`config.mk`:
```
export PLATFORM = sky130hd
export DESIGN_NAME = i_share_arbiter_flat
export DESIGN_NICKNAME = d
export VERILOG_FILES = /design/src/rtl/i_arb_pkg.sv /design/src/rtl/i_if.sv /design/src/rtl/i_share_arbiter_rr_pick.sv /design/src/rtl/i_share_arbiter.sv /design/src/flat_wrapper.sv
export SDC_FILE = /design/constraint.sdc
export NUM_CORES = 1
export LEC_CHECK = 0
export ABC_CLOCK_PERIOD_IN_PS = 3500
export CAP_MARGIN = 20
export CORE_MARGIN = 4
export CORE_UTILIZATION = 46
export CTS_CLUSTER_SIZE = 40
export DETAILED_ROUTE_END_ITERATION = 12
export PLACE_DENSITY = 0.89
export SLEW_MARGIN = 20
export SYNTH_ARGS = -nofsm -noshare
export SYNTH_HDL_FRONTEND = slang
export SYNTH_HIERARCHICAL = 1
export SYNTH_SLANG_ARGS = --single-unit
```
`constraint.sdc`:
```
create_clock -name i_clk -period 3.5 [get_ports i_clk]
set_input_delay 0.35 -clock i_clk [delete_from_list [all_inputs] [get_ports i_clk]]
set_output_delay 0.35 -clock i_clk [all_outputs]
set_load 0.1 [all_outputs]
```
`src/rtl/i_arb_pkg.sv`:
```
// rtl/i_arb_pkg.sv - shared types and sizing helpers for the I-interface arbiter.
package i_arb_pkg;

  typedef enum logic [1:0] {
    IDLE,
    SETTLE,
    RESP
  } state_e;

  function automatic int settle_cnt_w(input int settle_cycles);
    return (settle_cycles > 1) ? $clog2(settle_cycles) : 1;
  endfunction

  function automatic int idx_w(input int n);
    return (n > 1) ? $clog2(n) : 1;
  endfunction

endpackage

```
`src/rtl/i_if.sv`:
```
// rtl/i_if.sv - interface I: operands y,x in, results z=y&x, w=y^x out.
interface I;
  logic y;
  logic x;
  logic z;
  logic w;

  modport PC (output y, output x, input z, input w);
  modport DP (input y, input x, output z, output w);
endinterface

```
`src/rtl/i_share_arbiter_rr_pick.sv`:
```
// rtl/i_share_arbiter_rr_pick.sv - rr_pick: first set request at or after the pointer,
// as a one-hot grant plus its index.
module rr_pick
  import i_arb_pkg::*;
#(
  parameter int N = 4,
  localparam int PW = idx_w(N)
) (
  input  logic [N-1:0]  i_req,
  input  logic [PW-1:0] i_ptr,
  output logic [N-1:0]  o_gnt,
  output logic [PW-1:0] o_idx,
  output logic          o_any
);

  always_comb begin
    logic [PW-1:0] j;
    int s;
    o_gnt = '0;
    o_idx = '0;
    o_any = 1'b0;
    j     = '0;
    s     = 0;
    for (int i = 0; i < N; i++) begin
      s = int'(i_ptr) + i;
      if (s >= N) s = s - N;
      j = PW'(s);
      if (!o_any && i_req[j]) begin
        o_any    = 1'b1;
        o_gnt[j] = 1'b1;
        o_idx    = j;
      end
    end
  end

endmodule

```
`src/rtl/i_share_arbiter.sv`:
```
// rtl/i_share_arbiter.sv - round-robin sharing of one I instance among N requesters.
// Optional per-requester saturating grant counters under `I_ARB_STATS_EN.
module i_share_arbiter
  import i_arb_pkg::*;
#(
  parameter int N             = 4,
  parameter int SETTLE_CYCLES = 1
`ifdef I_ARB_STATS_EN
  ,
  parameter int CNT_W         = 8
`endif
) (
  input  logic             i_clk,
  input  logic             i_rst_n,
  input  logic [N-1:0]     i_req_valid,
  input  logic [N-1:0]     i_req_y,
  input  logic [N-1:0]     i_req_x,
  output logic [N-1:0]     o_req_ready,
  output logic [N-1:0]     o_rsp_valid,
  output logic [N-1:0]     o_rsp_z,
  output logic [N-1:0]     o_rsp_w,
  input  logic [N-1:0]     i_rsp_ready,
  I.PC                     u_I,
`ifdef I_ARB_STATS_EN
  output logic [N*CNT_W-1:0] o_grant_cnt,
`endif
  output logic             o_busy
);

  localparam int PW = idx_w(N);
  localparam int CW = settle_cnt_w(SETTLE_CYCLES);

  state_e        state_q, state_d;
  logic [PW-1:0] ptr_q, ptr_d;
  logic [PW-1:0] g_q, g_d;
  logic          y_q, y_d;
  logic          x_q, x_d;
  logic [CW-1:0] cnt_q, cnt_d;
  logic [N-1:0]  rsp_z_q, rsp_z_d;
  logic [N-1:0]  rsp_w_q, rsp_w_d;

  logic [N-1:0]  pick_gnt;
  logic [PW-1:0] pick_idx;
  logic          pick_any;

  rr_pick #(.N(N)) u_pick (
    .i_req (i_req_valid),
    .i_ptr (ptr_q),
    .o_gnt (pick_gnt),
    .o_idx (pick_idx),
    .o_any (pick_any)
  );

  always_comb begin
    state_d     = state_q;
    ptr_d       = ptr_q;
    g_d         = g_q;
    y_d         = y_q;
    x_d         = x_q;
    cnt_d       = cnt_q;
    rsp_z_d     = rsp_z_q;
    rsp_w_d     = rsp_w_q;
    o_req_ready = '0;
    o_rsp_valid = '0;
    unique case (state_q)
      IDLE: begin
        o_req_ready = pick_gnt;
        if (pick_any) begin
          g_d     = pick_idx;
          y_d     = i_req_y[pick_idx];
          x_d     = i_req_x[pick_idx];
          cnt_d   = '0;
          state_d = SETTLE;
        end
      end
      SETTLE: begin
        if (cnt_q == CW'(SETTLE_CYCLES - 1)) begin
          rsp_z_d[g_q] = u_I.z;
          rsp_w_d[g_q] = u_I.w;
          state_d      = RESP;
        end else begin
          cnt_d = cnt_q + CW'(1);
        end
      end
      RESP: begin
        o_rsp_valid[g_q] = 1'b1;
        if (i_rsp_ready[g_q]) begin
          state_d = IDLE;
          ptr_d   = (g_q == PW'(N - 1)) ? '0 : g_q + PW'(1);
        end
      end
      default: state_d = IDLE;
    endcase
  end

  always_ff @(posedge i_clk or negedge i_rst_n) begin
    if (!i_rst_n) begin
      state_q <= IDLE;
      ptr_q   <= '0;
      g_q     <= '0;
      y_q     <= 1'b0;
      x_q     <= 1'b0;
      cnt_q   <= '0;
      rsp_z_q <= '0;
      rsp_w_q <= '0;
    end else begin
      state_q <= state_d;
      ptr_q   <= ptr_d;
      g_q     <= g_d;
      y_q     <= y_d;
      x_q     <= x_d;
      cnt_q   <= cnt_d;
      rsp_z_q <= rsp_z_d;
      rsp_w_q <= rsp_w_d;
    end
  end

  // Operands stay on the shared instance after SETTLE so downstream logic sees no glitch.
  assign u_I.y   = y_q;
  assign u_I.x   = x_q;
  assign o_rsp_z = rsp_z_q;
  assign o_rsp_w = rsp_w_q;
  assign o_busy  = (state_q != IDLE);

`ifdef I_ARB_STATS_EN
  logic [N*CNT_W-1:0] gcnt_q, gcnt_d;

  always_comb begin
    gcnt_d = gcnt_q;
    for (int k = 0; k < N; k++) begin
      if ((state_q == IDLE) && pick_gnt[k] && (gcnt_q[k*CNT_W +: CNT_W] != {CNT_W{1'b1}})) begin
        gcnt_d[k*CNT_W +: CNT_W] = gcnt_q[k*CNT_W +: CNT_W] + CNT_W'(1);
      end
    end
  end

  always_ff @(posedge i_clk or negedge i_rst_n) begin
    if (!i_rst_n) gcnt_q <= '0;
    else          gcnt_q <= gcnt_d;
  end

  assign o_grant_cnt = gcnt_q;
`endif

  for (genvar k = 0; k < N; k++) begin : g_hold
    a_hold_valid: assert property (@(posedge i_clk) disable iff (!i_rst_n)
      (i_req_valid[k] && !o_req_ready[k]) |=> i_req_valid[k]);
  end

endmodule

```
`src/flat_wrapper.sv`:
```
// flat-port wrapper written by rule: the top's interface ports become plain ports
module i_share_arbiter_flat import i_arb_pkg::*;
#(
  parameter int N             = 4,
  parameter int SETTLE_CYCLES = 1

)
  (i_clk, i_rst_n, i_req_valid, i_req_y, i_req_x, o_req_ready, o_rsp_valid, o_rsp_z, o_rsp_w, i_rsp_ready, o_busy, u_I_y, u_I_x, u_I_z, u_I_w);
  I u_I_i ();
  input  logic i_clk;
  input  logic i_rst_n;
  input  logic [N-1:0] i_req_valid;
  input  logic [N-1:0] i_req_y;
  input  logic [N-1:0] i_req_x;
  output logic [N-1:0] o_req_ready;
  output logic [N-1:0] o_rsp_valid;
  output logic [N-1:0] o_rsp_z;
  output logic [N-1:0] o_rsp_w;
  input  logic [N-1:0] i_rsp_ready;
  output logic o_busy;
  output wire logic [$bits(u_I_i.y)-1:0] u_I_y;
  output wire logic [$bits(u_I_i.x)-1:0] u_I_x;
  input wire logic [$bits(u_I_i.z)-1:0] u_I_z;
  input wire logic [$bits(u_I_i.w)-1:0] u_I_w;
  assign u_I_y = u_I_i.y;
  assign u_I_x = u_I_i.x;
  assign u_I_i.z = u_I_z;
  assign u_I_i.w = u_I_w;
  i_share_arbiter #(.N(N), .SETTLE_CYCLES(SETTLE_CYCLES)) u_core (.i_clk(i_clk), .i_rst_n(i_rst_n), .i_req_valid(i_req_valid), .i_req_y(i_req_y), .i_req_x(i_req_x), .o_req_ready(o_req_ready), .o_rsp_valid(o_rsp_valid), .o_rsp_z(o_rsp_z), .o_rsp_w(o_rsp_w), .i_rsp_ready(i_rsp_ready), .u_I(u_I_i), .o_busy(o_busy));
endmodule
```
==> impl_metrics.yaml <==
run_status:
  outcome: "complete, no violations"
synth:
  synth_cells: 106
  yosysWarningCount: 6
  synthTopCellsByCount: "16 x dfrtp_1, 13 x mux2_2, 9 x and2_1, 9 x ha_1, 8 x a22oi_1"
  synth_area_um2: 1231
  synth_top_area_frac: 0.3252
  async_reset_ff_frac: 1.000
  synth-seq-cells: 16
  ys_seq_area_frac: 0.3252
  synth_nets: 135
  avgSynthCellArea_um2: 11.61
  synth_edf_count: 0
  yosysMostFrequentCell: "dfrtp_1"
  synth_area_leader_cell: "dfrtp_1"
  synthTopCellsByArea: "dfrtp_1 33%, mux2_2 12%, ha_1 9.1%"
  synthFlopType: "dfrtp_1"
  synth_cell_types: 29
global_routing:
  grt_pass1_vias: 1022
  antenna_found_initial: 0
  grt_use_total: 0.1679
  grt_max_degree: 17
  grt_pass1_wl_um: 4643
  grt_remaining_overflow: 0
detailed_routing:
  drc: 0
  wl_per_cell_um: 15.80
  drt-total-wl_um: 2750
  drt_iter0_drc: 31
  drtAntennaViolNets: 0
  drtPass1Iterations: 4
  via_per_inst: 5.603
  num_vias: 975
floorplan:
  num_rows: 18
  core-area_um2: 2522
  die_w_um: 59.74
  die_height_um: 59.74
  initial_core_util: 0.4881
  fp.dieArea_um2: 3568
  io_pins: 39
cts:
  clk_pin_slew_ns: 0.08
  cts-htree-levels: 1
  cts_root_buf: "clkbuf_4"
  postCtsSetupRepairBufs: 0
  clock_latency_ns: 0.27
  clock_sinks: 16
  cts-buffers-inserted: 3
  cts.path.max_buffers: 2
  cts_tree: "yes"
setup_path:
  setup.worst_path.start_class: "flop"
  worstPathRequired_ns: 3.15
  arrival_ns: 2.84
  path_max_fanout: 10
  crit_chain: "inv_1 -> ha_1 -> mux4_2 -> nor4b_4 -> a22oi_1 -> o21ai_0 -> and2_1 -> buf_12"
  cp-end-kind: "output port"
  r2r_setup_slack_ns: 0.42
  criticalPathCategory: "flop to output port"
  slowest_delay_ns: 0.54
  cp_slowest_cell: "dfrtp_1"
timing:
  rsz0062_at_grt: "no"
  final.period_utilization: 0.9123
  fmax_mhz: 313.2
  setup_viol: 0
  tns_ns: 0
  relSlewSlack: 0.3393
  skew_ns: 0.001934
  hold_violations: 0
  period_needed_ns: 3.193
  maxSlewViolCount: 0
  tightestPinTransition_ns: 0.9880
layout:
  nets: 175
  nFillCells: 193
  antenna_cells: 0
  syn_to_final_growth_pct: 36.38
  drive_gt1_frac: 0.2500
  post-route-util: 0.6657
placement:
  gp_congestion: 0.7995
  dp_hpwl_um: 2303
  io_buffers: 38
run:
  max_cap_violations: 0
hold_path:
  hold_path_class: "input pin to asynchronous set/reset pin"
[state kept, by name, summed over array words and instances, names as in the netlist]
| signal | cells |
|---|---|
| u_core/g_q | 2 |
| u_core/u_I.x | 1 |
| u_core/u_I.y | 1 |
| u_core/state_q | 2 |
| u_core/o_rsp_z | 4 |
| u_core/ptr_q | 2 |
| u_core/o_rsp_w | 4 |
[per-stage QoR]
step | instance area [µm²] | setup slack, ns | instances | hold slack, ns
floorplan | 1231 | 0.5060 | 106 | 0.05441
global placement | 1655 | 0.4203 | 171 | 0.4887
detailed placement | 1655 | 0.3244 | 171 | 0.4996
CTS | 1678 | 0.2619 | 174 | 0.5065
global route | 1679 | 0.05101 | 174 | 0.5366
finish | 1679 | 0.3070 | 174 | 0.4925
[worst max-delay path: cells and delay by family, from the launching register on]
kind                       cells  cell delay (ns)
adders and majority gates      1             0.39
buffers and inverters          2             0.33
AOI/OAI and AO/OA              2             0.23
DFF                            1             0.54
muxes                          1             0.45
and+or+nand+nor                2             0.63
[what timing repair did]
| action | 4_1_cts | 5_1_grt |
|---|---|---|
| endpoints found under the setup margin | 0 | 1 |
| resized for setup | 0 | 1 |
| hold buffers | 0 | 0 |
[cells by family (layout without fill, tap and decap cells)]
family,count (synthesis),in the layout,share of synthesized area
adders and majority gates,9,9,0.09147
DFF,16,16,0.3252
and+or+nand+nor,28,28,0.1402
AOI/OAI and AO/OA,18,18,0.1026
buffers and inverters,11,49,0.04674
muxes,24,24,0.2937
[placed cells by master (no fill, tap or decap), drive strengths merged, types with 2 or more instances in the layout]
| master | count |
|---|---|
| mux2i | 2 |
| nand2b | 2 |
| and2 | 9 |
| a22oi | 8 |
| dfrtp | 16 |
| nor2 | 5 |
| o21ai | 5 |
| nor2b | 2 |
| buf | 9 |
| mux4 | 7 |
| clkbuf | 3 |
| nand2 | 5 |
| mux2 | 15 |
| clkdlybuf4s50 | 30 |
| and2b | 2 |
| ha | 9 |
| inv | 7 |
[metal layers]
layer | vias to the layer above | GRT usage | routed length [µm]
li1 | 465 | - | -
met1 | 472 | 0.2176 | 1166
met2 | 34 | 0.2963 | 1435
met3 | 4 | 0.01944 | 132
met4 | 0 | 0.04114 | 17
met5 | - | 0 | 0
[path summary, 6_finish.rpt]
| check | start | to | cells after the start |
|---|---|---|---|
| max | u_core/ptr_q[1]$_DFFE_PN0P_ | o_req_ready[1] | 8 |
| min in group i_clk | u_core/o_rsp_z[0]$_DFFE_PN0P_ | u_core/o_rsp_z[0]$_DFFE_PN0P_ | 1 |
| min reg2reg | u_core/o_rsp_z[0]$_DFFE_PN0P_ | u_core/o_rsp_z[0]$_DFFE_PN0P_ | 1 |
| min | i_rst_n | u_core/o_rsp_z[3]$_DFFE_PN0P_ | 1 |
| max in group asynchronous | i_rst_n | u_core/ptr_q[0]$_DFFE_PN0P_ | 1 |
| max reg2reg | u_core/ptr_q[1]$_DFFE_PN0P_ | u_core/u_I.y$_DFFE_PN0P_ | 8 |
[layout make-up]
type / instances / area, µm² / share of cell area
timing repair buffer: 39 / 417.9 / 0.2489
tap: 30 / 37.54 / 0.02235
sequential: 16 / 401.6 / 0.2392
inverter: 7 / 26.28 / 0.01565
multi-input combinational: 79 / 773.2 / 0.4605
clock buffer: 3 / 22.52 / 0.01341
Power is left out: the tool's default activity adds up to more than one toggle a clock period on the data nets, which glitch-free logic cannot reach.
==> edit 1, RTL diff (same flow settings) <==
`N` is set to 4 in 3 places; all go to 8.
--- a/src/rtl/i_share_arbiter_rr_pick.sv
+++ b/src/rtl/i_share_arbiter_rr_pick.sv
@@ -3,7 +3,7 @@
 module rr_pick
   import i_arb_pkg::*;
 #(
-  parameter int N = 4,
+  parameter int N = 8,
   localparam int PW = idx_w(N)
 ) (
   input  logic [N-1:0]  i_req,
--- a/src/rtl/i_share_arbiter.sv
+++ b/src/rtl/i_share_arbiter.sv
@@ -3,7 +3,7 @@
 module i_share_arbiter
   import i_arb_pkg::*;
 #(
-  parameter int N             = 4,
+  parameter int N             = 8,
   parameter int SETTLE_CYCLES = 1
 `ifdef I_ARB_STATS_EN
   ,
--- a/src/flat_wrapper.sv
+++ b/src/flat_wrapper.sv
@@ -1,7 +1,7 @@
 // flat-port wrapper written by rule: the top's interface ports become plain ports
 module i_share_arbiter_flat import i_arb_pkg::*;
 #(
-  parameter int N             = 4,
+  parameter int N             = 8,
   parameter int SETTLE_CYCLES = 1
 
 )
Interface: changed (8 resized); port bits go from 39 to 71. No check against the original RTL was run, so the function may have changed too.
==> edit 1 against the original RTL <==
  * Clock skew about the same
  * Sequential cell count grew 10
  * Cell count is 150% higher
  * Count of clock-buffer cells in the layout stayed put
  * Via count rose to 2.7 times the old value
  * Wire length grew to 3.0 times the old value
  * Synthesized cell count rose by 140%
  * Cell area rose by 140%
  * Area after synthesis up 120%
  * Worst setup slack lost 230 ps
  * Critical path type unchanged
Power is left out: the tool's default activity adds up to more than one toggle a clock period on the data nets, which glitch-free logic cannot reach.
==> edit 1: results (changes against the original RTL) <==
| Metric | Value |
|---|---|
| Endpoints failing hold | `0 (unchanged)` |
| Fin Setup TNS | `0 ps (unchanged)` |
| Library cells used by synthesis | `60 (was 29)` |
| Dominant cells by area after synthesis | `dfrtp_1, mux2_2, mux4_2 (was dfrtp_1, mux2_2, ha_1)` |
| Via count | `2636 (was 975)` |
| Relative max-transition margin | `33.1% (was 33.9%)` |
| Avg Synthesized Cell Area | `10.5 sq um (was 11.6 sq um)` |
| Ys flop type | `dfrtp_1 (unchanged)` |
| Total track usage | `22.2% (was 16.8%)` |
| Drt wl/cell | `18.9 um (was 15.8 um)` |
| Worst-Skew Late Latency | `270 ps (about the same)` |
| CP max FO | `9 (was 10)` |
| Largest net degree at the start of global routing | `27 (was 17)` |
| Reg clk slew, reported paths | `90 ps` |
| Diode count | `0 (unchanged)` |
| Asr flop ratio synth | `100% (unchanged)` |
| Layout Skew | `2.37 ps (was 1.93 ps)` |
| Post-synthesis sequential area ratio | `24.5% (was 32.5%)` |
| Hold crit path type | `input pin to async pin (unchanged)` |
| Starting DRC count in detailed routing | `270 (was 31)` |
| Placed Area | `0.00370 sq mm (was 0.00166 sq mm)` |
| Pins Over Slew Limit | `0 (unchanged)` |
| Placed Cells | `413 (was 171)` |
| Nets@finish | `405 (was 175)` |
| R2R setup slack | `100 ps (was 420 ps)` |
| Synth warn | `6 (unchanged)` |
| First-pass GRT wire length | `12.7 mm (was 4.64 mm)` |
| Routed WL | `8.19 mm (was 2.75 mm)` |
| Post-Syn Nets | `298 (was 135)` |
| Status | `complete, no violations (unchanged)` |
| FILL cells | `365 (was 193)` |
| Multi-input combinational cell area | `0.00211 sq mm (was 773 sq um)` |
| CTS root buffer | `clkbuf_8 (was clkbuf_4)` |
| Layout cell share with drive strength beyond 1 | `42.5% (was 25.0%)` |
| Number of H-tree levels | `1 (unchanged)` |
| # port buffers | `70 (was 38)` |
| Final GP Congestion | `0.980 (was 0.800)` |
| CTS max path bufs | `2 (unchanged)` |
| DR pass1 iterations | `4 (unchanged)` |
| Num CTS Buffers | `3 (unchanged)` |
| DPL Wire Length | `6.30 mm (was 2.30 mm)` |
| Top cells by count, synth | `dfrtp_1, mux2_2, nor2_1 (was dfrtp_1, mux2_2, and2_1, ha_1, a22oi_1)` |
| Critical path arrival | `3070 ps (was 2840 ps)` |
| Initial antenna violation count | `0 (unchanged)` |
## edit 1: worst max-delay path, cell delays in order, from the launching register on
cell,delay (ps)
dfrtp_2,450
clkinvlp_4,210
ha_4,340
clkinvlp_4,150
mux4_2,370
nand3_4,140
buf_4,210
nor2_4,90
a221oi_2,360
mux2i_1,110
and2_2,200
buf_12,160
## edit 1: metrics by stage
stage	setup WS (ps)	hold slack, ps
floorplan	21.2	54.4
global placement	51.8	487
detailed placement	-40.1	374
CTS	16.6	69.9
global route	-61.2	95.1
finish	78.0	55.0
## edit 1: cells by family (layout without fill, tap and decap cells)
family | Yosys count | count (layout) | synth area share [%]
DFF | 26 | 26 | 24.5
xor gates and xnor gates | 4 | 4 | 2.17
adders and majority gates | 8 | 8 | 3.77
buffers and inverters | 20 | 126 | 4.95
and+or+nand+nor | 85 | 85 | 17.8
AOI/OAI and AO/OA | 48 | 48 | 13.8
muxes | 63 | 63 | 33.0
## edit 1: per-layer routing
metal / track usage, % / routed length [um] / up-vias
li1: - / - / 1204
met1: 26.2 / 3110 / 1299
met2: 40.5 / 4310 / 120
met3: 3.65 / 629 / 13
met4: 7.75 / 138 / 0
met5: 0 / 0 / -
## edit 1: layout make-up
type	count	share of cell area [%]
multi-input combinational	208	51.6
timing repair buffer	116	27.7
sequential	26	16.0
tap	72	2.21
clock buffer	3	1.01
inverter	6	0.797
clock inverter	1	0.736
## edit 1: path summary, 6_finish.rpt
kind,start,to,cells after the start
setup / recovery,u_core/ptr_q[1],o_req_ready[4],11
hold / removal,i_rst_n,u_core/o_rsp_w[6],1
setup reg to reg,u_core/ptr_q[0],u_core/u_I.x,10
hold reg to reg,u_core/o_rsp_z[1],u_core/o_rsp_z[1],1
max in group asynchronous,i_rst_n,u_core/ptr_q[1],1
min in group i_clk,u_core/o_rsp_z[1],u_core/o_rsp_z[1],1
## edit 1: timing repair
item | 4_1_cts | 5_1_grt
setup buffers | 0 | 15
gates resized for setup | 10 | 38
setup endpoints to repair | 8 | 10
pin swaps | 0 | 6
==> edit 2, RTL diff (same flow settings) <==
Made on the original files. The 3 states of `state_e` get a one-hot encoding in 3 bits.
--- a/src/rtl/i_arb_pkg.sv
+++ b/src/rtl/i_arb_pkg.sv
@@ -1,10 +1,10 @@
 // rtl/i_arb_pkg.sv - shared types and sizing helpers for the I-interface arbiter.
 package i_arb_pkg;
 
-  typedef enum logic [1:0] {
-    IDLE,
-    SETTLE,
-    RESP
+  typedef enum logic [2:0] {
+    IDLE   = 3'b001,
+    SETTLE = 3'b010,
+    RESP   = 3'b100
   } state_e;
 
   function automatic int settle_cnt_w(input int settle_cycles);
Behaviour: no difference found for any inputs over 10 cycles, from zero or initial values and one cycle with i_rst_n low; not proved beyond that.
==> edit 2 against the original RTL <==
  * Global-route usage is 1.3 points lower
  * Cell area grew 5.1%
  * Sequential cell count rose by 1
  * Cell count grew 5.7%
  * Worst hold slack better by 0.62 ps
  * Wire length is 2.8% higher
  * Worst setup slack got worse by 35 ps
  * Area after synthesis up 6.9%
  * Sequential share of layout area grew 0.25 points
  * Core utilization is 2.0 points lower
Power is not shown: default switching activity piles up to over one toggle a cycle in this logic, so the estimate is an artifact.
==> edit 2: results (changes against the original RTL) <==
| Metric | Value |
|---|---|
| Met3 Track Usage GR | `1.26% (was 1.94%)` |
| Met2 GRT Util | `32.6% (was 29.6%)` |
| Post-Synth Adder-Cell Area | `8.56% (was 9.15%)` |
| Crit path kind | `flip-flop to output port (unchanged)` |
| Library cells used by synthesis | `34 (was 29)` |
| Post-synthesis sequential area ratio | `32.4% (was 32.5%)` |
| CTS sink cnt | `17 (was 16)` |
| Total track usage | `15.4% (was 16.8%)` |
| Critical path arrival | `2880 ps (was 2840 ps)` |
| Met1 Track Usage GR | `16.2% (was 21.8%)` |
| Relative max-transition margin | `34.7% (was 33.9%)` |
| Worst path slowest cell | `dfrtp_1 (unchanged)` |
| Number of H-tree levels | `1 (unchanged)` |
| Status | `complete, no violations (unchanged)` |
| Mux contribution to synthesized area | `26.0% (was 29.4%)` |
| Post-CTS setup buffer count | `0 (unchanged)` |
| Delay of the slowest cell on the worst path | `620 ps (was 540 ps)` |
| Largest net degree at the start of global routing | `18 (was 17)` |
| Dominant cells by area after synthesis | `dfrtp_1, mux2_1, ha_1 (was dfrtp_1, mux2_2, ha_1)` |
| FILL cells | `214 (was 193)` |
| DR pass1 iterations | `4 (unchanged)` |
| DPL Wire Length | `2.33 mm (was 2.30 mm)` |
| Top cells by count, synth | `dfrtp_1, mux2_1, and2_1, ha_1, a22oi_1 (was dfrtp_1, mux2_2, and2_1, ha_1, a22oi_1)` |
| Reg clk slew, reported paths | `90 ps` |
| Number of global-route vias before repair | `1080 (was 1022)` |
| Asr flop ratio synth | `100% (unchanged)` |
| Final GP Congestion | `0.841 (was 0.800)` |
| Post-Syn Nets | `143 (was 135)` |
| Capturing point of the worst reg2reg path | `u_core/u_I.y (unchanged)` |
| Layout Skew | `4.22 ps (was 1.93 ps)` |
| First-pass GRT wire length | `4.53 mm (was 4.64 mm)` |
| Synth warn | `6 (unchanged)` |
| Starting DRC count in detailed routing | `36 (was 31)` |
| Layout cell share with drive strength beyond 1 | `16.3% (was 25.0%)` |
| CP max FO | `12 (was 10)` |
| Post-route ant nets | `0 (unchanged)` |
| Critical path capture point | `o_req_ready[3] (was o_req_ready[1])` |
| R2r worst-path depth | `8 (unchanged)` |
| Nets@finish | `183 (was 175)` |
| R2r startpoint | `u_core/ptr_q[0] (was u_core/ptr_q[1])` |
| Synth Area in Compound Gates | `11.5% (was 10.3%)` |
| R2R setup slack | `330 ps (was 420 ps)` |
| Delay-heaviest family, CP | `flip-flops (was simple AND/OR/NAND/NOR gates)` |
| Initial antenna violation count | `0 (unchanged)` |
| # port buffers | `38 (unchanged)` |
| Routed WL | `2.83 mm (was 2.75 mm)` |
| Vias/cell | `5.76 (was 5.60)` |
| CTS root buffer | `clkbuf_4 (unchanged)` |
-- edit 2: metrics by stage --
step | hold WS, ps | instances | util [%] | cell area, sq um | setup WS (ps)
2_1_floorplan | 54.4 | 114 | - | 1320 | 493
6_report | 493 | 184 | 64.6 | 1770 | 272
3_5_place_dp | 481 | 180 | 63.6 | 1740 | 350
4_1_cts | 502 | 184 | 64.6 | 1770 | 272
5_1_grt | 515 | 184 | 64.6 | 1770 | 43.9
3_3_place_gp | 473 | 180 | 63.6 | 1740 | 441
-- edit 2: area by class of cell --
| class | instances | area share, % |
|---|---|---|
| multi-input cells | 87 | 47.2 |
| repair buffers | 39 | 23.7 |
| flip-flops and latches | 17 | 24.2 |
| clock buffers | 4 | 1.49 |
| inverters | 6 | 1.28 |
| well taps | 31 | 2.20 |
-- edit 2: metal layers --
metal	wire, um	part of all wire [%]	vias up
li1	-	-	507
met1	1050	37	524
met2	1630	58	28
met3	147	5.2	0
met4	0	0	0
met5	0	0	-
